## src/rtl/mfda_pad_sequencer.sv

```systemverilog
// Pneumatic pad sequencer: vents released valves, dwells while stepping the
// three-phase peristaltic pumps, vents the pumps, then reports completion.
//
// state | meaning
// IDLE  | waiting for a command, cmd_ready high
// VENT  | pulsing pad_flush_ctrl on valves that were just released
// RUN   | dwell timer running, pumps stepping until strokes are done
// PVENT | pulsing pad_flush_pump with the last pump drive
// DONE  | one-cycle completion pulse
module mfda_pad_sequencer #(
    parameter int N_CTRL       = 13,
    parameter int N_PUMP       = 2,
    parameter int DWELL_W      = 16,
    parameter int STROKE_W     = 12,
    parameter int FLUSH_CYCLES = 4
) (
    input  logic                  clk,
    input  logic                  rst,
    input  logic                  cmd_valid,
    output logic                  cmd_ready,
    input  logic [N_CTRL-1:0]     cmd_valves,
    input  logic [N_PUMP-1:0]     cmd_pump_en,
    input  logic [STROKE_W-1:0]   cmd_strokes,
    input  logic [DWELL_W-1:0]    cmd_dwell,
    input  logic [7:0]            cmd_step_div,
    input  logic                  abort,
    output logic [N_CTRL-1:0]     pad_ctrl,
    output logic [3*N_PUMP-1:0]   pad_pump,
    output logic [N_CTRL-1:0]     pad_flush_ctrl,
    output logic [3*N_PUMP-1:0]   pad_flush_pump,
    output logic                  busy,
    output logic                  done,
    output logic                  aborted
);
    localparam int FW = (FLUSH_CYCLES > 1) ? $clog2(FLUSH_CYCLES) : 1;
    localparam logic [FW-1:0] FLUSH_LAST = FW'(FLUSH_CYCLES - 1);

    typedef enum logic [2:0] {S_IDLE, S_VENT, S_RUN, S_PVENT, S_DONE} state_t;
    state_t state, state_n;

    logic [N_PUMP-1:0]   cfg_pump_en, cfg_pump_en_n;
    logic [STROKE_W-1:0] cfg_strokes, cfg_strokes_n;
    logic [DWELL_W-1:0]  cfg_dwell, cfg_dwell_n;
    logic [7:0]          cfg_step_div, cfg_step_div_n;
    logic [FW-1:0]       flush_cnt, flush_cnt_n;
    logic [DWELL_W-1:0]  dwell_cnt, dwell_cnt_n;
    logic                dwell_met, dwell_met_n;
    logic [7:0]          div_cnt, div_cnt_n;
    logic [2:0]          phase, phase_n;
    logic [STROKE_W-1:0] strokes_done, strokes_done_n;

    logic                cmd_ready_n, busy_n, done_n, aborted_n;
    logic [N_CTRL-1:0]   pad_ctrl_n, pad_flush_ctrl_n, release_mask;
    logic [3*N_PUMP-1:0] pad_pump_n, pad_flush_pump_n;

    logic [DWELL_W-1:0]  dwell_m1;
    logic [STROKE_W-1:0] strokes_nx;
    logic [2:0]          phase_nx;
    logic                dwell_ok, pump_cfg, pumping, step, wrap, strokes_ok;

    function automatic logic [3*N_PUMP-1:0] pump_drive(input logic [2:0] ph,
                                                       input logic [N_PUMP-1:0] en);
        logic [2:0]          pat;
        logic [3*N_PUMP-1:0] d;
        case (ph)
            3'd0:    pat = 3'b100;
            3'd1:    pat = 3'b110;
            3'd2:    pat = 3'b010;
            3'd3:    pat = 3'b011;
            3'd4:    pat = 3'b001;
            3'd5:    pat = 3'b101;
            default: pat = 3'b000;
        endcase
        d = '0;
        for (int k = 0; k < N_PUMP; k++)
            if (en[k]) d[3*k +: 3] = pat;
        return d;
    endfunction

    // A zero dwell still spends one cycle in RUN; dwell_met keeps the
    // condition once reached so a long pump run cannot lose it on wrap.
    assign dwell_m1     = (cfg_dwell == '0) ? '0 : cfg_dwell - DWELL_W'(1);
    assign dwell_ok     = dwell_met || (dwell_cnt >= dwell_m1);
    assign pump_cfg     = (cfg_strokes != '0) && (cfg_pump_en != '0);
    assign pumping      = pump_cfg && (strokes_done != cfg_strokes);
    assign step         = pumping && (div_cnt == cfg_step_div);
    assign wrap         = step && (phase == 3'd5);
    assign phase_nx     = !step ? phase : (wrap ? 3'd0 : phase + 3'd1);
    assign strokes_nx   = strokes_done + STROKE_W'(wrap);
    assign strokes_ok   = !pump_cfg || (strokes_nx == cfg_strokes);
    assign release_mask = pad_ctrl & ~cmd_valves;

    always_comb begin
        state_n          = state;
        cfg_pump_en_n    = cfg_pump_en;
        cfg_strokes_n    = cfg_strokes;
        cfg_dwell_n      = cfg_dwell;
        cfg_step_div_n   = cfg_step_div;
        flush_cnt_n      = flush_cnt;
        dwell_cnt_n      = '0;
        dwell_met_n      = 1'b0;
        div_cnt_n        = '0;
        phase_n          = '0;
        strokes_done_n   = '0;
        cmd_ready_n      = cmd_ready;
        busy_n           = busy;
        done_n           = done;
        aborted_n        = aborted;
        pad_ctrl_n       = pad_ctrl;
        pad_flush_ctrl_n = pad_flush_ctrl;
        pad_pump_n       = pad_pump;
        pad_flush_pump_n = pad_flush_pump;

        case (state)
            S_IDLE: begin
                if (cmd_valid && cmd_ready) begin
                    cfg_pump_en_n  = cmd_pump_en;
                    cfg_strokes_n  = cmd_strokes;
                    cfg_dwell_n    = cmd_dwell;
                    cfg_step_div_n = cmd_step_div;
                    pad_ctrl_n     = cmd_valves;
                    cmd_ready_n    = 1'b0;
                    busy_n         = 1'b1;
                    aborted_n      = 1'b0;
                    if (release_mask != '0) begin
                        state_n          = S_VENT;
                        pad_flush_ctrl_n = release_mask;
                        flush_cnt_n      = FLUSH_LAST;
                    end else begin
                        state_n    = S_RUN;
                        pad_pump_n = (cmd_strokes != '0) ? pump_drive(3'd0, cmd_pump_en) : '0;
                    end
                end
            end
            S_VENT: begin
                if (abort) begin
                    state_n          = S_PVENT;
                    aborted_n        = 1'b1;
                    pad_flush_ctrl_n = '0;
                    pad_flush_pump_n = pad_pump;
                    pad_pump_n       = '0;
                    flush_cnt_n      = (pad_pump != '0) ? FLUSH_LAST : '0;
                end else if (flush_cnt == '0) begin
                    state_n          = S_RUN;
                    pad_flush_ctrl_n = '0;
                    pad_pump_n       = pump_cfg ? pump_drive(3'd0, cfg_pump_en) : '0;
                end else begin
                    flush_cnt_n = flush_cnt - FW'(1);
                end
            end
            S_RUN: begin
                dwell_cnt_n    = dwell_cnt + DWELL_W'(1);
                dwell_met_n    = dwell_ok;
                div_cnt_n      = (step || !pumping) ? '0 : div_cnt + 8'd1;
                phase_n        = phase_nx;
                strokes_done_n = strokes_nx;
                if (abort || (dwell_ok && strokes_ok)) begin
                    state_n          = S_PVENT;
                    aborted_n        = abort;
                    pad_flush_pump_n = pad_pump;
                    pad_pump_n       = '0;
                    flush_cnt_n      = (pad_pump != '0) ? FLUSH_LAST : '0;
                end else begin
                    pad_pump_n = (pumping && (strokes_nx != cfg_strokes))
                               ? pump_drive(phase_nx, cfg_pump_en) : '0;
                end
            end
            S_PVENT: begin
                if (flush_cnt == '0) begin
                    state_n          = S_DONE;
                    pad_flush_pump_n = '0;
                    done_n           = 1'b1;
                end else begin
                    flush_cnt_n = flush_cnt - FW'(1);
                end
            end
            S_DONE: begin
                state_n     = S_IDLE;
                done_n      = 1'b0;
                aborted_n   = 1'b0;
                busy_n      = 1'b0;
                cmd_ready_n = 1'b1;
            end
            default: state_n = S_IDLE;
        endcase
    end

    always_ff @(posedge clk) begin
        if (rst) begin
            state          <= S_IDLE;
            cfg_pump_en    <= '0;
            cfg_strokes    <= '0;
            cfg_dwell      <= '0;
            cfg_step_div   <= '0;
            flush_cnt      <= '0;
            dwell_cnt      <= '0;
            dwell_met      <= 1'b0;
            div_cnt        <= '0;
            phase          <= '0;
            strokes_done   <= '0;
            cmd_ready      <= 1'b1;
            busy           <= 1'b0;
            done           <= 1'b0;
            aborted        <= 1'b0;
            pad_ctrl       <= '0;
            pad_flush_ctrl <= '0;
            pad_pump       <= '0;
            pad_flush_pump <= '0;
        end else begin
            state          <= state_n;
            cfg_pump_en    <= cfg_pump_en_n;
            cfg_strokes    <= cfg_strokes_n;
            cfg_dwell      <= cfg_dwell_n;
            cfg_step_div   <= cfg_step_div_n;
            flush_cnt      <= flush_cnt_n;
            dwell_cnt      <= dwell_cnt_n;
            dwell_met      <= dwell_met_n;
            div_cnt        <= div_cnt_n;
            phase          <= phase_n;
            strokes_done   <= strokes_done_n;
            cmd_ready      <= cmd_ready_n;
            busy           <= busy_n;
            done           <= done_n;
            aborted        <= aborted_n;
            pad_ctrl       <= pad_ctrl_n;
            pad_flush_ctrl <= pad_flush_ctrl_n;
            pad_pump       <= pad_pump_n;
            pad_flush_pump <= pad_flush_pump_n;
        end
    end

endmodule

```

## config.mk

```make
export PLATFORM = sky130hd
export DESIGN_NAME = mfda_pad_sequencer
export DESIGN_NICKNAME = d
export VERILOG_FILES = /design/src/rtl/mfda_pad_sequencer.sv
export SDC_FILE = /design/constraint.sdc
export NUM_CORES = 1
export LEC_CHECK = 0
export ABC_CLOCK_PERIOD_IN_PS = 4700
export CAP_MARGIN = 20
export CORE_MARGIN = 4
export CORE_UTILIZATION = 54
export CTS_CLUSTER_DIAMETER = 40
export DETAILED_ROUTE_END_ITERATION = 10
export PLACE_DENSITY = 0.8
export SLEW_MARGIN = 20
export SYNTH_ARGS = -nofsm -noshare
export SYNTH_HDL_FRONTEND = slang
export SYNTH_SLANG_ARGS = --single-unit
```

## constraint.sdc

```tcl
create_clock -name clk -period 4.7 [get_ports clk]
set_input_delay 0.705 -clock clk [delete_from_list [all_inputs] [get_ports clk]]
set_output_delay 0.705 -clock clk [all_outputs]
set_load 0.03 [all_outputs]
```

; Yosys cells after proc, flatten, opt, wreduce, memory -nomap -nowiden
; Cells that the tools add are included.
[word_totals]
register_bits = 125
output_inout_bits = 42
[classes]
add_sub_neg = 6
order_cmp = 1
n_eq_ne = 21
mux = 51
bitwise_logic = 3
reduce_logical = 40
[op_table]
columns = cell, n
row1 = 6-bit two-way mux, 11
row2 = 13-bit two-way mux, 4
row3 = 3-bit two-way mux, 13
row4 = 6-bit case mux with 3 select lines, 2
row5 = 13-bit case mux with 2 select lines, 1
row6 = 12-bit != test, 2
row7 = 4-bit AND reduction, 6
row8 = 12-bit nonzero test, 2
row9 = 3-bit case mux with 6 select lines, 1
row10 = "16-bit by 1-bit adder with 16-bit output, second input constant", 1
row11 = 16-bit >= comparator, 1
row12 = 16-bit zero test, 1
row13 = 16-bit two-way mux, 1
row14 = "16-bit by 1-bit subtractor with 16-bit output, second input constant", 1
row15 = 2-bit two-way mux, 7
row16 = 13-bit bitwise AND, 1
row17 = 13-bit inverter, 1
row18 = 13-bit nonzero test, 1
row19 = 12-bit by 1-bit adder with 12-bit output, 1
row20 = 12-bit == test, 1
row21 = "3-bit by 2-bit == test with 1-bit output, second input constant", 4
row22 = "3-bit == test, second input constant", 4
row23 = "2-bit != test, second input constant", 6
row24 = 3-bit case mux with 4 select lines, 1
row25 = other kinds (23), 48

; Longest topological paths before layout
; Gate-level depths: netlist (run 1).
[depth]
word_depth = 13
ltp_mapped = 16

; Least setup slack after synthesis (run 1)
; Ideal clock, no wire load.
[synth_timing]
path_kind = register to register
from = register strokes_done[2]
to = register pad_flush_pump[0]
setup_time_ns = 0.117
arrival_time_ns = 3.433
slack_ns = 1.150
path_stages_with_launch = 17
path_buffers = 1
synth_period_minus_slack_ns = 3.550
cell_sequence = dfxtp_1 buf_4 xor2_1 nor4_1 nand4_1 nand3_1 nor2_1 ha_1 ha_1 and4_4 and4_4 xor2_1 a221oi_2 nand4_2 o211a_1 a221o_1 a22o_1
[synth_between]
elab_chain_cells = 11
[synth_lines]
columns = element, line_no
row1 = from (decl), 50  ; logic [STROKE_W-1:0] strokes_done, strokes_done_n;
row2 = from (signal assigned), 220  ; strokes_done <= strokes_done_n;
row3 = 12-bit != test, 85  ; assign pumping = pump_cfg && (strokes_done != cfg_strokes);
row4 = 1-bit logical AND, 85
row5 = 1-bit logical AND, 86  ; assign step = pumping && (div_cnt == cfg_step_div);
row6 = 1-bit logical AND, 87  ; assign wrap = step && (phase == 3'd5);
row7 = 12-bit by 1-bit adder with 12-bit output (*), 89  ; assign strokes_nx = strokes_done + STROKE_W'(wrap);
row8 = 12-bit == test (*), 90  ; assign strokes_ok = !pump_cfg || (strokes_nx == cfg_strokes);
row9 = 1-bit logical OR (*), 90
row10 = 1-bit logical AND (*), 157  ; if (abort || (dwell_ok && strokes_ok)) begin
row11 = 1-bit logical OR (*), 157
row12 = 2-bit != test (no source line) (*), n/a
row13 = 4-bit AND reduction (no source line) (*), n/a
row14 = to (signal assigned), 228  ; pad_flush_pump <= pad_flush_pump_n;
row15 = to (decl), 30  ; output logic [3*N_PUMP-1:0] pad_flush_pump,
; Every way passes the cells marked *; elsewhere a longest branch is shown, timed or not.
; A chain may end at the register's enable or synchronous reset.

; Worst setup path after layout (run 1)
[layout_timing]
from = register div_cnt[0]
to = register pad_flush_pump[0]
[layout_between]
elab_chain_cells = 10
[layout_lines]
columns = element, line_no
row1 = from (decl), 48  ; logic [7:0] div_cnt, div_cnt_n;
row2 = from (signal assigned), 218  ; div_cnt <= div_cnt_n;
row3 = 8-bit == test, 86
row4 = 1-bit logical AND, 86
row5 = 1-bit logical AND, 87
row6 = 12-bit by 1-bit adder with 12-bit output, 89
row7 = 12-bit == test, 90
row8 = 1-bit logical OR, 90
row9 = 1-bit logical AND, 157
row10 = 1-bit logical OR, 157
row11 = 2-bit != test (no source line), n/a
row12 = 4-bit AND reduction (no source line), n/a
; Every way passes these cells.

==> reports/qor.yml, run 1 <==
cts:
  clock_latency_ps: 420
  tritoncts: "yes"
  h-tree-depth: 4
  cts.clk_slew.worst_paths_ps: 60
  cts_hold_buf: 0
  post-cts-setup-buffer-count: 0
  cts_sinks: 125
  cts_root_buf: "clkbuf_16"
  cts_resized: 0
  numCtsBuffers: 17
  clock_path_buffers: 2
power_and_ir_drop:
  p_int_mw: 2.74
  power_frac_comb_pct: 36.1
  seqPwrFrac_pct: 30.8
  power.density_nw_per_um2: 538
  switchingPower_mw: 1.59
  swShare_pct: 36.7
  finalPower_mw: 4.33
  ir_drop_v: 0.000492
  p_clk_share_pct: 33.1
  leakagePower_nw: 3.08
synth:
  synth_cell_types: 63
  synth_cells: 796
  synthesis.nets: 875
  syn_avg_cell_area_um2: 7.99
  syn_area_um2: 6360
  yosysWarnings: 0
  synth_seq_cells: 125
  synth_ff_type: "dfxtp_1"
  synthArstFlopShare_pct: 0
  synth-edff-count: 0
  ys_seq_area_share_pct: 39.3
run:
  drv_cap: 0
sta:
  tightest_slew_ps: 953
  fmax_mhz: 243
  hold_viol: 0
  rsz0062_at_grt: "false"
  maxSlewViolCount: 0
  setup_viol: 0
  worst_slew_margin_rel_pct: 36.2
  fin_skew_ps: 10.4
  min_period_ps: 4110
  finalCritPeriodShare_pct: 87.5
  finalSetupTns_ps: 0
critical_path:
  path_class: "reg -> reg"
  cp_max_fo: 7
  cp_top_family: "simple AND/OR/NAND/NOR gates"
  critPathSlowestCell: "dfxtp_1"
  cp.buffers_inverters: 0
  cp.arrival_ps: 4420
  crit_required_ps: 5000
  worstSetupStartpointType: "flop"
  worst_path_largest_cell_delay_ps: 420
  cp-end-kind: "flop"
  crit_path_cell_trace: "xnor2_1 > nand4_1 > nor2_1 > nand3_1 > nor2_1 > ha_1 > ha_1 > and4_4 > nor3b_4 > xnor2_1 > o22a_1 > nand4_2 > o211a_1 > a221o_1 > a22o_1"
layout:
  nets: 958
  drive_above_1_share_pct: 6.05
  antenna_cells: 0
  syn2layout_area_growth_pct: 26.7
floorplanning:
  initial_utilization_pct: 55.5
  die-area_um2: 13600
  die_w_um: 117
  pin_count: 97
  coreArea_um2: 11500
  die_h_um: 117
  num_rows: 39
grt:
  grt_first_pass_wirelength_um: 27700
  overflow: 0
  track_usage_pct: 25.8
  first_global_vias: 5972
  antenna_found_initial: 0
  grt_max_degree: 78
placement:
  routabilityCongestion: 0.909
  dpl.hpwl_um: 12100
  io_buffers: 96
route:
  num_vias: 5924
  wl_um: 16900
  via_per_inst: 5.72
  post_drt_wl_per_cell_um: 16.3
  drc: 0
  drt_iter0_markers: 364
  postRouteAntennaNets: 0
  dr.pass1.iters: 6
hold_path:
  holdCritPathClass: "reg -> reg"
outcome:
  outcome: "finished, final reports clean"
[through the flow]
| stage | instance area (µm²) | instances | hold WS, ps | util [%] | setup WS, ps |
|---|---|---|---|---|---|
| global placement | 7390 | 1003 | 443 | 64.4 | 807 |
| global route | 8060 | 1035 | 480 | 70.3 | 358 |
| finish | 8060 | 1035 | 457 | 70.3 | 589 |
| CTS | 8050 | 1035 | 456 | 70.2 | 629 |
| floorplan | 6360 | 796 | 430 | - | 1150 |
| detailed placement | 7390 | 1003 | 446 | 64.4 | 687 |
[sequential cells by signal, indices dropped and copies added, names as in the netlist]
register,count
aborted,1
busy,1
cfg_dwell,16
cfg_pump_en,2
cfg_step_div,8
cfg_strokes,12
cmd_ready,1
div_cnt,8
done,1
dwell_cnt,16
dwell_met,1
flush_cnt,2
pad_ctrl,13
pad_flush_ctrl,13
pad_flush_pump,6
pad_pump,6
phase,3
state,3
strokes_done,12
[logic make-up after synthesis]
group / Yosys count / synth area share, %
simple gates: 377 / 28.3
compound gates: 147 / 14.2
flops: 125 / 39.3
mux: 5 / 0.787
fa+ha+maj: 24 / 4.72
buf+inv: 53 / 3.30
xor+xnor: 65 / 9.29
[cells in the mapped netlist (2+ instances only)]
| cell type | n | share of area, % |
|---|---|---|
| a31oi_1 | 4 | 0.39 |
| nor3b_1 | 4 | 0.47 |
| and2_1 | 6 | 0.59 |
| nand4_2 | 2 | 0.39 |
| a21oi_1 | 89 | 7.0 |
| a22o_1 | 6 | 0.83 |
| clkbuf_1 | 31 | 1.8 |
| nand2b_1 | 12 | 1.2 |
| or3_1 | 4 | 0.39 |
| a211o_1 | 2 | 0.28 |
| inv_1 | 16 | 0.94 |
| o211ai_1 | 4 | 0.47 |
| nand2_1 | 167 | 9.9 |
| and4_4 | 2 | 0.35 |
| o2111ai_1 | 2 | 0.28 |
| or4_1 | 2 | 0.24 |
| dfxtp_1 | 125 | 39 |
| nor2b_1 | 16 | 1.6 |
| xor2_1 | 39 | 5.4 |
| buf_4 | 2 | 0.24 |
| o21ai_0 | 11 | 0.87 |
| nor4_1 | 15 | 1.5 |
| o211a_1 | 2 | 0.31 |
| mux2i_1 | 5 | 0.79 |
| nor4b_2 | 2 | 0.47 |
| nor2_1 | 70 | 4.1 |
| o22a_1 | 2 | 0.28 |
| nand4_1 | 11 | 1.1 |
| and4b_1 | 2 | 0.31 |
| nor3_1 | 10 | 0.79 |
| a211oi_1 | 4 | 0.47 |
| and3_1 | 12 | 1.2 |
| ha_1 | 24 | 4.7 |
| nand3_1 | 29 | 2.3 |
| xnor2_1 | 24 | 3.3 |
| buf_2 | 3 | 0.24 |
| o32ai_1 | 3 | 0.41 |
| nand3b_1 | 7 | 0.83 |
[placed cells by master (no fill, tap or decap), types with 12 or more instances in the layout]
cell / count
nand2_1: 166
dfxtp_1: 125
clkdlybuf4s50_1: 95
a21oi_1: 89
nor2_1: 70
xor2_1: 39
nand3_1: 29
xnor2_1: 24
ha_1: 24
clkbuf_16: 17
inv_1: 16
nor2b_1: 16
nor4_1: 14
and3_1: 12
nand2b_1: 12
[worst min-delay path, stage by stage, from the launching register on]
cell and delay [ps]:
dfxtp_1 310, nand2_1 50, a21oi_1 50
[power by group through the flow]
stage               Sequential, mW  Combinational, mW  Clock [mW]
global route                  1.35               1.76        1.50
detailed placement            1.35               1.53           0
floorplan                     1.38               1.06           0
CTS                           1.33               1.55        1.44
global placement              1.35               1.47           0
finish                        1.34               1.56        1.43
[area by class of cell]
cell class	count	area [µm²]
multi-input cells	618	3670
fillers	872	3410
flip-flops and latches	125	2500
repair buffers	100	986
clock buffers	24	502
well taps	143	179
clock inverters	8	154
inverters	17	63.8
[final timing paths]
path	slack, ps	to	from	cells after the start
max	590	pad_flush_pump[0]	div_cnt[0]	15
min reg2reg	460	pad_flush_ctrl[6]	pad_flush_ctrl[6]	2
max reg2reg	590	pad_flush_pump[0]	div_cnt[0]	15
min	460	pad_flush_ctrl[6]	pad_flush_ctrl[6]	2
[routing by layer]
layer | global-route usage [%] | vias to the layer above | routed length (µm)
li1 | - | 2911 | -
met3 | 8.65 | 36 | 1060
met4 | 10.4 | 0 | 384
met5 | 0 | - | 0
met2 | 43.6 | 179 | 8240
met1 | 30.2 | 2798 | 7190
(Power assumes the default switching activity.)
==> inputs of run 2 (changes only) <==
--- a/config.mk
+++ b/config.mk
@@ -5,13 +5,13 @@
 export SDC_FILE = /design/constraint.sdc
 export NUM_CORES = 1
 export LEC_CHECK = 0
-export ABC_CLOCK_PERIOD_IN_PS = 4700
-export CAP_MARGIN = 20
+export ABC_CLOCK_PERIOD_IN_PS = 3800
 export CORE_MARGIN = 4
-export CORE_UTILIZATION = 54
+export CORE_UTILIZATION = 60
 export CTS_CLUSTER_DIAMETER = 40
 export DETAILED_ROUTE_END_ITERATION = 10
-export PLACE_DENSITY = 0.8
+export DONT_BUFFER_PORTS = 1
+export PLACE_DENSITY = 0.76
 export SLEW_MARGIN = 20
 export SYNTH_ARGS = -nofsm -noshare
 export SYNTH_HDL_FRONTEND = slang
==> constraint.sdc (replaced) <==
create_clock -name clk -period 3.8 [get_ports clk]
set_input_delay 0.57 -clock clk [delete_from_list [all_inputs] [get_ports clk]]
set_output_delay 0.57 -clock clk [all_outputs]
set_load 0.03 [all_outputs]
==> reports/qor.yml, run 2 (synthesis gave the netlist of run 1 again) <==
sta:
  setup_slack_ps: 121
  finalSetupTns_ps: 0
  hold_ws_ps: 104
  min_period_ps: 3680
  worst_slew_margin_rel_pct: 47.3
  hold_viol: 0
  setup_viol: 0
  tightest_slew_ps: 789
  fmax_mhz: 272
  maxSlewViolCount: 0
  fin_skew_ps: 9.35
  finalCritPeriodShare_pct: 96.8
outcome:
  outcome: "finished, final reports clean"
power_and_ir_drop:
  power.density_nw_per_um2: 721
  ir_drop_v: 0.000455
  leakagePower_nw: 2.76
critical_path:
  cp.arrival_ps: 4110
  cp_max_fo: 7
  crit_required_ps: 4230
  path_class: "reg -> reg"
  crit_path_cell_trace: "xor2_2 > nor4_2 > nand4_1 > nand3_1 > nor2_1 > ha_1 > ha_1 > xor2_1 > a211oi_1 > nor4b_2 > nand4_2 > buf_4 > o211ai_2 > a31oi_1 > a311oi_1"
  cp_top_family: "simple AND/OR/NAND/NOR gates"
  cp.buffers_inverters: 1
  critPathSlowestCell: "dfxtp_1"
  worst_path_largest_cell_delay_ps: 380
  cp-end-kind: "flop"
  cp_common_cell: "ha_1"
  worstSetupStartpointType: "flop"
route:
  dr.pass1.iters: 5
  post_drt_wl_per_cell_um: 16.9
  postRouteAntennaNets: 0
  via_per_inst: 5.94
  wl_um: 15900
  drt_iter0_markers: 368
  num_vias: 5588
  drc: 0
layout:
  antenna_cells: 0
  nets: 871
  final_cell_count_no_fill: 941
  design_area_um2: 7160
  reg_top3: "cfg_dwell: 16 flops, dwell_cnt: 16 flops"
  layout_commonest_cell: "nand2_1"
  nFillCells: 853
  final_cell_mix: "nand2_1, dfxtp_1, a21oi_1, nor2_1, xor2_1"
  drive_above_1_share_pct: 9.57
  syn2layout_area_growth_pct: 12.5
grt:
  antenna_found_initial: 0
  grt_max_degree: 79
  track_usage_pct: 26.2
  first_global_vias: 5793
  grt_first_pass_wirelength_um: 26800
  overflow: 0
cts:
  cts_root_buf: "clkbuf_8"
  numCtsBuffers: 17
  cts_hold_buf: 0
  h-tree-depth: 4
  cts.clk_slew.worst_paths_ps: 60
  tritoncts: "yes"
  clock_latency_ps: 530
  cts_sinks: 125
  clock_path_buffers: 2
placement:
  io_buffers: 0
  dp.cells: 908
  routabilityCongestion: 0.897
  dpl.hpwl_um: 11400
  placed_area_um2: 6480
  place_ws_ps: 106
floorplanning:
  die-area_um2: 12300
  die_h_um: 111
  num_rows: 37
  coreArea_um2: 10300
  initial_utilization_pct: 61.6
  die_w_um: 111
  pin_count: 97
run:
  drv_cap: 0
hold_path:
  holdCritPathClass: "in -> reg"
-- run 2: changes by cell type in the layout (fill, tap and decap cells not counted), moves of 2 or more --
cell             previous run  this run
clkdlybuf4s50_1            95         0
buf_4                       4        13
dfxtp_1                   125       120
dfxtp_2                     0         5
nor4_2                      0         5
nor4_1                     14        10
inv_6                       0         3
clkbuf_8                    5         3
clkinv_2                    0         2
-- run 2: path summary, 6_finish.rpt --
path,endpoint,slack [ps],depth (start not counted),startpoint
max,aborted,120,15,cfg_strokes[6]
min,pad_ctrl[11],100,1,rst
max reg2reg,aborted,120,15,cfg_strokes[6]
min reg2reg,cfg_step_div[5],470,2,cfg_step_div[5]
-- run 2: per-layer routing --
layer / track usage [%] / up-vias / part of all wire [%]
li1: - / 2732 / -
met1: 30.6 / 2620 / 41
met2: 43.1 / 187 / 48
met3: 9.12 / 49 / 7.5
met4: 12.6 / 0 / 3.4
met5: 0 / - / 0
-- run 2: worst reg2reg max path, stage by stage (launching register included) --
cell      delay, ps
dfxtp_1         380
xor2_2          210
nor4_2          310
nand4_1         210
nand3_1         140
nor2_1           60
ha_1            200
ha_1            310
xor2_1          150
a211oi_1        220
nor4b_2         290
nand4_2         180
buf_4           190
o211ai_2        340
a31oi_1         150
a311oi_1        260
-- run 2: what timing repair did --
action | 4_1_cts | 5_1_grt
endpoints found under the hold margin | 0 | 0
setup endpoints to repair | 0 | 10
buffers inserted | 0 | 1
resized for setup | 0 | 15
-- run 2: layout make-up --
type,instances,area (µm²),share of cell area [%]
Multi-Input combinational cell,618,3710,51.9
Sequential cell,125,2510,35.1
Clock buffer,20,445,6.22
Tap cell,136,170,2.38
Clock inverter,12,160,2.24
Timing Repair Buffer,13,97.6,1.36
Inverter,17,63.8,0.892
-- run 2: where the power goes --
part	switching (mW)	internal (mW)
clock network	0.608	1.04
registers	0.309	1.47
logic	1.07	0.670
-- run 2: stage by stage --
stage / power, mW / util (%)
2_1_floorplan: 3.02 / -
3_3_place_gp: 3.37 / 62.8
3_5_place_dp: 3.46 / 62.8
4_1_cts: 5.12 / 68.7
5_1_grt: 5.49 / 69.3
6_report: 5.16 / 69.3
